### config.mk
export PLATFORM = sky130hd
export DESIGN_NAME = sync_fifo
export DESIGN_NICKNAME = d
export VERILOG_FILES = /design/src/rtl/sync_fifo.sv
export SDC_FILE = /design/constraint.sdc
export NUM_CORES = 1
export LEC_CHECK = 0
export ABC_AREA = 1
export BUFFER_PORTS_ARGS = -buffer_cell sky130_fd_sc_hd__buf_2
export CORE_MARGIN = 8
export CORE_UTILIZATION = 25
export CTS_CLUSTER_SIZE = 8
export DETAILED_ROUTE_END_ITERATION = 10
export HOLD_SLACK_MARGIN = 0.15
export SYNTH_ARGS = -nofsm -noshare
export SYNTH_HDL_FRONTEND = slang
export SYNTH_SLANG_ARGS = --single-unit
### constraint.sdc
create_clock -name clk -period 5.7 [get_ports clk]
set_clock_uncertainty 0.05 [all_clocks]
set_input_delay 0.57 -clock clk [delete_from_list [all_inputs] [get_ports clk]]
set_output_delay 0.57 -clock clk [all_outputs]
set_load 0.05 [all_outputs]
### src/rtl/sync_fifo.sv
// Single-clock FIFO with a registered read port and pointer-derived full/empty flags.
// Optional macro SYNC_FIFO_ERR_EN adds registered overflow/underflow pulse outputs.
module sync_fifo #(
   parameter int datawidth = 8,
   parameter int depth     = 8
) (
   input  logic                 clk,
   input  logic                 rst,
   input  logic                 wen,
   input  logic                 ren,
   input  logic [datawidth-1:0] din,
   output logic [datawidth-1:0] dout,
   output logic                 full,
   output logic                 empty
`ifdef SYNC_FIFO_ERR_EN
   ,
   output logic                 overflow,
   output logic                 underflow
`endif
);

   localparam int aw = $clog2(depth);
   localparam logic [aw:0] ptr_one = (aw + 1)'(1);

   if (depth < 2 || (depth & (depth - 1)) != 0) begin : g_depth_check
      $error("sync_fifo: depth must be a power of two and at least 2");
   end

   logic [datawidth-1:0] mem [depth];
   logic [aw:0]          wr_ptr;
   logic [aw:0]          rd_ptr;
   logic                 wr_acc;
   logic                 rd_acc;

   // Request/accept: a write is taken when wen=1 and not full, a read when
   // ren=1 and not empty; refused requests leave all state untouched.
   // The flags depend only on registered pointers, never on wen/ren.
   assign empty  = (wr_ptr == rd_ptr);
   assign full   = (wr_ptr[aw-1:0] == rd_ptr[aw-1:0]) && (wr_ptr[aw] != rd_ptr[aw]);
   assign wr_acc = wen && !full;
   assign rd_acc = ren && !empty;

   // Storage is deliberately not reset; the pointers define what is valid.
   always_ff @(posedge clk) begin
      if (rst && wr_acc) begin
         mem[wr_ptr[aw-1:0]] <= din;
      end
   end

   always_ff @(posedge clk) begin
      if (!rst) begin
         wr_ptr <= '0;
         rd_ptr <= '0;
         dout   <= '0;
      end else begin
         if (wr_acc) begin
            wr_ptr <= wr_ptr + ptr_one;
         end
         if (rd_acc) begin
            dout   <= mem[rd_ptr[aw-1:0]];
            rd_ptr <= rd_ptr + ptr_one;
         end
      end
   end

`ifdef SYNC_FIFO_ERR_EN
   always_ff @(posedge clk) begin
      if (!rst) begin
         overflow  <= 1'b0;
         underflow <= 1'b0;
      end else begin
         overflow  <= wen && full;
         underflow <= ren && empty;
      end
   end
`endif

endmodule

Yosys cells after proc, flatten, opt, wreduce, memory -nomap -nowiden
Memory sizes are Yosys's and may differ from the RTL's. A register that Yosys moved wholly into a read port is not among the register bits.
Cells that the tools add are included.
{"block": "word_totals", "register_bits": 8, "latch_bits": 0, "ram_bits": 64, "romBits": 0, "memories": 1}
{"block": "op_classes", "addsub": 2, "mul": 0, "n_div": 0, "order_cmp": 0, "eq_ne": 3, "shifts": 0, "muxes": 2, "n_bitwise": 0, "n_reduce_logical": 7}
{"memory": "mem", "words": 8, "width": 8, "rd": 1, "rd_clocked_by_memory_dff": 1, "wr": 1, "line": "29", "rtl": "logic [datawidth-1:0] mem [depth];"}
{"op": "$add 4x1->4 const B", "count": 2}
{"op": "$eq 4x4->1", "count": 1}
{"op": "$logic_and 1x1->1", "count": 4}
{"op": "$eq 3x3->1", "count": 1}
{"op": "$logic_not 1->1", "count": 3}
{"op": "$mux 1", "count": 2}
{"op": "$ne 1x1->1", "count": 1}

Depth between registers and ports, before layout
{"block": "logic_depth", "depth_word": 7, "depth_mapped": 11, "depth_no_buf": 9}

Worst setup path before layout
Ideal clock, no wire load.
{"block": "synth_timing", "path_type": "input-to-reg", "start": "input port rst", "end": "memory mem[0][0], enable pin", "setup_time_ps": 370, "arrival_ps": 1416, "required_ps": 5280, "slack_ps": 3863, "path_stages": 3, "n_path_buf": 1, "cell_sequence": "clkbuf_1 > nand4_1 > nor2_1"}
{"block": "synth_between", "elab_chain_len": 3}
{"element": "from (decl)", "line": "8", "rtl": "input logic rst,"}
{"element": "$logic_and 1x1->1", "line": "45", "rtl": "if (rst && wr_acc) begin"}
{"element": "$mux 1", "line": "45"}
{"element": "$mux 1 (implied by the code)", "line": "46", "rtl": "mem[wr_ptr[aw-1:0]] <= din;"}
{"element": "to (decl)", "line": "29"}
Every way passes these cells.

Worst setup path after layout
{"block": "layout_timing", "start": "register rd_ptr[1]", "end": "output port full"}
{"block": "layout_between", "elab_chain_len": 2}
{"element": "from (decl)", "line": "31", "rtl": "logic [aw:0] rd_ptr;"}
{"element": "from (signal assigned)", "line": "61", "rtl": "rd_ptr <= rd_ptr + ptr_one;"}
{"element": "$eq 3x3->1", "line": "39", "rtl": "assign full = (wr_ptr[aw-1:0] == rd_ptr[aw-1:0]) && (wr_ptr[aw] != rd_ptr[aw]);"}
{"element": "$logic_and 1x1->1", "line": "39"}
{"element": "to (decl)", "line": "13", "rtl": "output logic full,"}
Every way passes these cells.

==> results.ini <==
[yosys]
postSynthAreaPerCell_um2=9.94
synthDistinctLibCells=22
ys_ff_latch=80
synth-seq-area-share_pct=66.0
syn_nets=356
ys.warnings.count=0
synthesis.area_um2=3400
synthCells=342

[finish]
drive_gt1_share_pct=12.9
nFillCells=1384
area_growth_pct=14.9
fin_nets=374
final_common_cell=nand2_1
design_area_um2=3910
final_cell_mix=nand2_1, edfxtp_1, nand3_1
insertedDiodeCount=0

[worst_setup_path]
crit_chain=inv_4 > nand2_2 > nand2_1 > clkinv_1 > nand4_2 > inv_1 > buf_2
worst-endpoint-arrival_ns=2.09
end_kind=primary output
crit_family=flip-flops
cp_data_required_time_ns=5.08
crit_buf_inv=4
path_class=flop to primary output
cp_slowest_cell=dfxtp_1
start_kind=flop
slowest_delay_ns=0.79
r2r-start=rd_ptr[1]
worst-path-max-fanout=19
startpoint=rd_ptr[1]

[global_route]
grt_usage_pct=9.04
grt-ovfl-total=0
grt_pass1_wl_um=12300
antenna_found_initial=0
grt_pass1_vias=2268
grt_start_max_net_pins=37

[power]
power_leakage_nw=1.55
cellPowerDensity_nw_per_um2=357
ir_worst_vdd_uv=169

[clock_network]
clk_pin_slew_ns=0.06
htreeDepth=3
ctsHoldBuffers=0
ctsResizeCount=0
cts_tree=done
cts_buffers=9
clkSinkCount=80
cts_buffer_depth=2
cts_root_buf=clkbuf_16
worstSkewPairLatency_ns=0.33
postCtsSetupRepairBufs=0

[timing]
hold_violations=0
rsz0062_at_grt=false
slew_violations=0
period_share_pct=47.5
max_slew_margin_pct=51.4
max_freq_mhz=369
fin_setup_tns_ns=0
setup_violations=0
worst_pin_slew_ns=0.727
post-route-min-period_ns=2.71

[floorplanning]
pin_count=22
dieHeight_um=133
die_area_um2=17600
initial_core_util_pct=25.7
die_w_um=133
core_um2=13200
placementRows=42

[placed_design]
dpl.hpwl_um=5560
dpl_cell_area_um2=3640
numPortBuffers=21
gp_congestion=0.905

[drt]
wirelength_um=7690
drc_errors=0
via_count=2318
viasPerCell=4.29
wl_per_cell_um=14.2
postRouteAntennaNets=0
first_pass_iters=4
drt-initial-drc-count=144

[worst_hold_path]
hold_class=flop to flop
min-delay-start=dout[7]

[run_status]
outcome=complete, no violations

[job]
maxCapViolCount=0

worst register-to-register path: stages (launching register included):
cell,delay [ns]
dfxtp_1,0.79
nand2_1,0.12
nand2_1,0.13
clkinv_1,0.08
nand4_2,0.13
nand4_1,0.33
nor2_1,0.64
stage by stage:
stage | hold slack, ns | instances | util [%] | setup WS (ns) | total power (W)
floorplan | 0.446 | 342 | - | 3.86 | 0.000849
detailed placement | 0.449 | 525 | 27.5 | 3.07 | 0.000895
CTS | 0.460 | 540 | 29.5 | 3.03 | 0.00141
global route | 0.487 | 540 | 29.5 | 2.78 | 0.00145
finish | 0.460 | 540 | 29.5 | 2.99 | 0.00140
global placement | 0.446 | 525 | 27.5 | 3.19 | 0.000892
report_power, final:
part / switching [W] / internal, W
logic: 0.000160 / 0.0000566
clock network: 0.000217 / 0.000295
registers: 0.0000166 / 0.000650
total: 0.000394 / 0.00100
cells in the mapped netlist:
cell,number,area share [%]
nand2_1,122,13
inv_4,2,0.37
clkbuf_1,3,0.33
inv_1,15,1.7
nand3_1,53,7.8
nand4_2,1,0.37
nor2_4,1,0.33
nand2_4,2,0.66
nand2_2,2,0.37
a21oi_1,3,0.44
a21oi_2,1,0.26
nor2_1,37,4.1
dfxtp_1,16,9.4
nand4_1,2,0.37
buf_6,3,0.99
buf_2,7,1.0
ha_1,2,0.74
buf_4,1,0.22
clkinv_1,1,0.11
inv_2,3,0.33
edfxtp_1,64,57
buf_1,1,0.11
area by class of cell:
type / instances / area, um2 / area share [%]
multi-input combinational: 226 / 982 / 25.2
clock inverter: 4 / 31.3 / 0.801
tap: 176 / 220 / 5.64
sequential: 80 / 2240 / 57.4
timing repair buffer: 22 / 113 / 2.88
clock buffer: 11 / 233 / 5.96
inverter: 21 / 83.8 / 2.15
registers in the layout (all words and copies together), names as in the netlist:
register / flops
dout: 8
rd_ptr: 4
wr_ptr: 4
mem: 64
routing by layer:
metal / GRT usage, % / part of all wire [%] / vias to the layer above
met5: 0 / 0 / -
met4: 3.60 / 1.4 / 0
met3: 2.88 / 5.9 / 10
met2: 14.8 / 47 / 63
met1: 10.8 / 46 / 1078
li1: - / - / 1167
cell families (layout without fill, tap and decap cells):
logic type / after synthesis / after routing / share of synthesized area, %
AO/OA/AOI/OAI: 4 / 4 / 0.699
adder cells (fa/ha/maj): 2 / 2 / 0.736
buffers and inverters: 36 / 58 / 5.15
flip-flops: 80 / 80 / 66.0
AND/OR/NAND/NOR: 220 / 220 / 27.5
worst paths after layout:
check        cells past startpoint  slack [ns]        end
min reg2reg                      4        0.46    dout[7]
max                              7        2.99       full
max reg2reg                      6        3.05  mem[2][6]
min                              4        0.46    dout[7]
(Power assumes the default switching activity.)
